## config.mk

```make
export PLATFORM = sky130hd
export DESIGN_NAME = mem_bus_arbiter
export DESIGN_NICKNAME = d
export VERILOG_FILES = /design/src/rtl/common_pkg.sv /design/src/rtl/mem_bus_arbiter_pick.sv /design/src/rtl/mem_bus_arbiter.sv
export SDC_FILE = /design/constraint.sdc
export NUM_CORES = 1
export LEC_CHECK = 0
export CORE_MARGIN = 4
export CORE_UTILIZATION = 39
export CTS_CLUSTER_DIAMETER = 40
export CTS_CLUSTER_SIZE = 16
export DETAILED_ROUTE_END_ITERATION = 10
export PLACE_DENSITY_LB_ADDON = 0.2
export SLEW_MARGIN = 10
export SYNTH_ARGS = -nofsm -noshare
export SYNTH_HDL_FRONTEND = slang
export SYNTH_HIERARCHICAL = 1
export SYNTH_SLANG_ARGS = --single-unit
```

## constraint.sdc

```tcl
create_clock -name i_clk -period 2.2 [get_ports i_clk]
set_input_delay 0.44 -clock i_clk [delete_from_list [all_inputs] [get_ports i_clk]]
set_output_delay 0.44 -clock i_clk [all_outputs]
set_load 0.005 [all_outputs]
```

## src/rtl/common_pkg.sv

```systemverilog
// Shared types and constants for the memory bus arbiter.
// Requester indices match bit positions of the request/grant vectors.
package common_pkg;

  typedef enum logic [1:0] {
    IDLE   = 2'd0,
    ACCESS = 2'd1,
    WAIT   = 2'd2,
    RESP   = 2'd3
  } arb_state_t;

  localparam int N_REQ     = 3;
  localparam int REQ_DBG   = 0;
  localparam int REQ_FETCH = 1;
  localparam int REQ_DATA  = 2;

  function automatic logic [1:0] onehot_to_idx(input logic [N_REQ-1:0] oh);
    logic [1:0] idx;
    case (oh)
      3'b001:  idx = 2'd0;
      3'b010:  idx = 2'd1;
      3'b100:  idx = 2'd2;
      default: idx = 2'd0;
    endcase
    return idx;
  endfunction

endpackage

```

## src/rtl/mem_bus_arbiter_pick.sv

```systemverilog
// Combinational winner selection: debug first, then fetch/data round-robin.
// i_rr = 0 favours fetch, i_rr = 1 favours load/store.
module arb_pick
  import common_pkg::*;
(
  input  logic [N_REQ-1:0] i_req,
  input  logic             i_rr,
  output logic [N_REQ-1:0] o_win
);

  // Priority decode producing a one-hot winner
  always_comb begin
    o_win = 3'b000;
    if (i_req[REQ_DBG]) begin
      o_win[REQ_DBG] = 1'b1;
    end else if (i_req[REQ_FETCH] && (!i_req[REQ_DATA] || !i_rr)) begin
      o_win[REQ_FETCH] = 1'b1;
    end else if (i_req[REQ_DATA]) begin
      o_win[REQ_DATA] = 1'b1;
    end else begin
      o_win = 3'b000;
    end
  end

endmodule

```

## src/rtl/mem_bus_arbiter.sv

```systemverilog
// Three-requester arbiter for a single shared memory port.
// One transaction at a time: IDLE -> ACCESS -> (WAIT x N) -> RESP -> IDLE.
module mem_bus_arbiter
  import common_pkg::*;
#(
  parameter int ADDR_W      = 16,
  parameter int DATA_W      = 16,
  parameter int WAIT_CYCLES = 0
) (
  input  logic                  i_clk,
  input  logic                  i_rst_n,
  input  logic [2:0]            i_req,
  input  logic [2:0]            i_we,
  input  logic [3*ADDR_W-1:0]   i_addr,
  input  logic [3*DATA_W-1:0]   i_wdata,
  output logic [2:0]            o_gnt,
  output logic [2:0]            o_done,
  output logic [DATA_W-1:0]     o_rdata,
  output logic                  o_mem_en,
  output logic                  o_mem_we,
  output logic [ADDR_W-1:0]     o_mem_addr,
  output logic [DATA_W-1:0]     o_mem_wdata,
  input  logic [DATA_W-1:0]     i_mem_rdata
);

  localparam logic [3:0] WAIT_LAST = 4'(WAIT_CYCLES);

  arb_state_t          state_r, state_nxt_s;
  logic [N_REQ-1:0]    pick_s, win_r, gnt_r, done_r;
  logic [1:0]          pick_idx_s;
  logic                sel_we_s, we_r, rr_r, mem_en_r, mem_we_r;
  logic [ADDR_W-1:0]   sel_addr_s, addr_r;
  logic [DATA_W-1:0]   sel_wdata_s, wdata_r, rdata_r;
  logic [3:0]          cnt_r;

  arb_pick u_pick (
    .i_req (i_req),
    .i_rr  (rr_r),
    .o_win (pick_s)
  );

  assign pick_idx_s = onehot_to_idx(pick_s);

  // Route the winning requester's command fields
  always_comb begin
    sel_we_s    = 1'b0;
    sel_addr_s  = '0;
    sel_wdata_s = '0;
    case (pick_idx_s)
      2'd0: begin
        sel_we_s    = i_we[0];
        sel_addr_s  = i_addr[0*ADDR_W +: ADDR_W];
        sel_wdata_s = i_wdata[0*DATA_W +: DATA_W];
      end
      2'd1: begin
        sel_we_s    = i_we[1];
        sel_addr_s  = i_addr[1*ADDR_W +: ADDR_W];
        sel_wdata_s = i_wdata[1*DATA_W +: DATA_W];
      end
      2'd2: begin
        sel_we_s    = i_we[2];
        sel_addr_s  = i_addr[2*ADDR_W +: ADDR_W];
        sel_wdata_s = i_wdata[2*DATA_W +: DATA_W];
      end
      default: begin
        sel_we_s    = 1'b0;
        sel_addr_s  = '0;
        sel_wdata_s = '0;
      end
    endcase
  end

  // Next-state logic
  always_comb begin
    state_nxt_s = state_r;
    case (state_r)
      IDLE: begin
        if (|i_req) state_nxt_s = ACCESS;
        else        state_nxt_s = IDLE;
      end
      ACCESS: begin
        if (WAIT_CYCLES > 0) state_nxt_s = WAIT;
        else                 state_nxt_s = RESP;
      end
      WAIT: begin
        if (cnt_r + 4'd1 == WAIT_LAST) state_nxt_s = RESP;
        else                           state_nxt_s = WAIT;
      end
      RESP:    state_nxt_s = IDLE;
      default: state_nxt_s = IDLE;
    endcase
  end

  // State register
  always_ff @(posedge i_clk or negedge i_rst_n) begin
    if (!i_rst_n) state_r <= IDLE;
    else          state_r <= state_nxt_s;
  end

  // Transaction latch, wait counter, round-robin pointer and registered outputs
  always_ff @(posedge i_clk or negedge i_rst_n) begin
    if (!i_rst_n) begin
      win_r    <= 3'b000;
      we_r     <= 1'b0;
      addr_r   <= '0;
      wdata_r  <= '0;
      rdata_r  <= '0;
      cnt_r    <= 4'd0;
      rr_r     <= 1'b0;
      gnt_r    <= 3'b000;
      done_r   <= 3'b000;
      mem_en_r <= 1'b0;
      mem_we_r <= 1'b0;
    end else begin
      gnt_r    <= 3'b000;
      done_r   <= 3'b000;
      mem_en_r <= 1'b0;
      mem_we_r <= 1'b0;
      case (state_r)
        IDLE: begin
          if (|i_req) begin
            win_r    <= pick_s;
            we_r     <= sel_we_s;
            addr_r   <= sel_addr_s;
            wdata_r  <= sel_wdata_s;
            gnt_r    <= pick_s;
            mem_en_r <= 1'b1;
            mem_we_r <= sel_we_s;
            // Debug grants leave the fetch/data rotation untouched
            if (pick_s[REQ_FETCH])     rr_r <= 1'b1;
            else if (pick_s[REQ_DATA]) rr_r <= 1'b0;
          end
        end
        ACCESS: begin
          cnt_r <= 4'd0;
          if (WAIT_CYCLES == 0) begin
            done_r <= win_r;
            if (!we_r) rdata_r <= i_mem_rdata;
          end
        end
        WAIT: begin
          cnt_r <= cnt_r + 4'd1;
          if (state_nxt_s == RESP) begin
            done_r <= win_r;
            if (!we_r) rdata_r <= i_mem_rdata;
          end
        end
        RESP:    ;
        default: ;
      endcase
    end
  end

  assign o_gnt       = gnt_r;
  assign o_done      = done_r;
  assign o_rdata     = rdata_r;
  assign o_mem_en    = mem_en_r;
  assign o_mem_we    = mem_we_r;
  assign o_mem_addr  = addr_r;
  assign o_mem_wdata = wdata_r;

endmodule

```

==> flow_metrics.py <==
metrics = {
    "cells_and_area": {
        "multi_input_area_sq_um": 1310,
        "layout_common_cells": "clkdlybuf4s50_1 (174), dfrtp_1 (67), nor2_1 (37)",
        "mostFrequentLayoutCell": "clkdlybuf4s50_1",
        "final_nets": 599,
        "n_antenna_cell": 0,
        "drive_gt1_share_pct": 12.9,
        "final_cell_area_sq_um": 5320,
        "register_area_sq_um": 1680,
        "area_growth_pct": 70.5,
        "fill_cells": 625,
    },
    "pwr": {
        "leakage_nw": 2.23,
        "ir_drop_mv": 0.554,
        "powerDensity_nw_per_um2": 1200,
    },
    "critical_path": {
        "path_class": "input pin to flip-flop",
        "endpoint_kind": "flip-flop",
        "worst-path-max-fanout": 32,
        "worstPathCellList": "clkdlybuf4s50_1 -> a211oi_2 -> nor3b_4 -> buf_12 -> a22oi_1 -> a31oi_1",
        "worstPathRequired_ns": 2.45,
        "crit_arrival_ns": 2.26,
        "worstSetupStartpointType": "input pin",
        "max_stage_delay_ns": 0.52,
        "crit_slowest_cell": "clkdlybuf4s50_1",
    },
    "clocking": {
        "cts.reportedPaths.clkPinSlew_ns": 0.07,
        "ctsResizeCount": 0,
        "root_buffer": "clkbuf_8",
        "cts_buffer_depth": 2,
        "clk_latency_ns": 0.33,
        "cts.sink_count": 67,
        "post-cts-setup-buffers": 0,
        "holdBufCountCts": 0,
        "cts_buffers": 9,
        "cts_tree": "done",
        "htreeDepth": 3,
    },
    "yosys": {
        "synth_area_sq_um": 3120,
        "yosysWarnings": 6,
        "synthCells": 293,
        "dominantRegCellSynth": "dfrtp_1",
        "synthesis.nets": 418,
        "ys_types": 34,
        "ys_seq_area_share_pct": 53.7,
        "async_flop_share_pct": 100,
        "synth_edf_count": 0,
        "ys_ff_latch": 67,
        "syn_avg_cell_area_sq_um": 10.7,
    },
    "die": {
        "die_w_microns": 97.5,
        "pin_count": 176,
        "core_area_sq_um": 7770,
        "start_util_pct": 40.2,
        "core.rowCount": 32,
        "die_height_microns": 97.5,
        "die-area_sq_um": 9500,
    },
    "timing": {
        "tns_ns": 0,
        "fmax_ghz": 0.498,
        "tightestPinTransition_ns": 0.590,
        "finalSetupViolCount": 0,
        "post-route-period-util_pct": 91.3,
        "rsz0062_at_grt": "no",
        "timing.slew.headroom_pct": 60.7,
        "maxSlewViolCount": 0,
        "hold_slack_ns": 0.102,
        "skew_ns": 0.00621,
        "min_period_ns": 2.01,
        "hold_viol_final": 0,
    },
    "hold_path": {
        "min_path_type": "input pin to asynchronous set/reset pin",
    },
    "drt": {
        "wl_per_cell_microns": 15.8,
        "post_drt_via_cell_ratio": 4.99,
        "vias": 2897,
        "dr.pass1.iters": 4,
        "remaining_drc_errors": 0,
        "dr.first_iter.drc_count": 70,
        "ant_nets": 0,
        "wl_microns": 9170,
    },
    "grt": {
        "grt_max_degree": 61,
        "grt_first_pass_wirelength_microns": 14700,
        "grt_pass1_vias": 3019,
        "grt_overflow": 0,
        "grt_usage_pct": 19.3,
        "antenna_found_initial": 0,
    },
    "placement": {
        "port_buffers": 175,
        "gp_congestion": 0.774,
        "hpwl_microns": 7040,
        "postPlaceCellArea_sq_um": 5100,
    },
    "job": {
        "maxCapViolCount": 0,
    },
    "outcome": {
        "status": "completed",
    },
}
worst max-delay path, delay by kind of cell:
kind,cells,cell delay [ns]
AOI/OAI and AO/OA,3,0.69
buffers and inverters,2,0.75
and+or+nand+nor,1,0.36
final cells by class:
class / instances / area share, %
inverter: 13 / 0.917
multi-input combinational: 193 / 24.6
timing repair buffer: 190 / 36.3
clock inverter: 4 / 1.36
clock buffer: 12 / 2.91
sequential: 67 / 31.5
tap: 102 / 2.40
final timing paths:
check | startpoint | endpoint | slack (ns) | cells past startpoint
max | i_req[0] | o_mem_addr[0] | 0.19 | 6
min | i_rst_n | o_done[0] | 0.10 | 1
max reg2reg | state_r[0] | o_rdata[2] | 0.25 | 8
max in group asynchronous | i_rst_n | o_mem_wdata[6] | 1.36 | 2
min in group i_clk | win_r[1] | win_r[1] | 0.49 | 1
min reg2reg | win_r[1] | win_r[1] | 0.49 | 1
registers in the layout (all words and copies together), names as in the netlist, 2 cells and up:
register,flops
cnt_r,4
o_done,3
o_gnt,3
o_mem_addr,16
o_mem_wdata,16
o_rdata,16
state_r,2
win_r,3
logic make-up after synthesis:
family | count (synthesis) | synth area share [%]
AO/OA/AOI/OAI | 82 | 19.1
XOR/XNOR | 2 | 0.802
adder cells (fa/ha/maj) | 5 | 2.00
buffers and inverters | 33 | 4.85
flip-flops | 67 | 53.7
multiplexers | 16 | 6.97
AND/OR/NAND/NOR | 88 | 12.6
metal layers:
layer	vias up	GRT usage (%)	share of wire [%]
met5	-	0	0
met4	0	7.77	2.5
met3	17	7.11	10
met2	135	33.6	49
met1	1341	21.4	38
li1	1404	-	-
through the flow:
stage          util [%]  setup WS, ns  cells  total power, mW
4_1_cts            68.5         0.191    581             6.47
6_report           68.5         0.191    581             6.38
3_3_place_gp       65.6       -0.0636    565             5.20
3_5_place_dp       65.6        -0.166    565             5.29
2_1_floorplan         -         0.305    293             3.65
5_1_grt            68.5        0.0795    581             6.80
synth_stat cells (all sizes together) (2+ instances only):
library cell,count,area [sq um]
buf,8,57.6
xnor2,2,25.0
nor3b,3,32.5
dfrtp,67,1680
mux2,16,218
o21ai,6,30.0
inv,13,48.8
o31ai,2,28.8
ha,5,62.6
and2,2,12.5
nor2,38,143
a21o,4,33.8
clkbuf,12,45.0
a31oi,33,221
a22oi,33,248
nand2,36,135
nand3,6,40.0
report_power, final:
group,switching [mW],internal [mW]
sequential,0.295,1.80
clock,0.444,0.699
combinational,1.26,1.89
(Power assumes the default switching activity.)
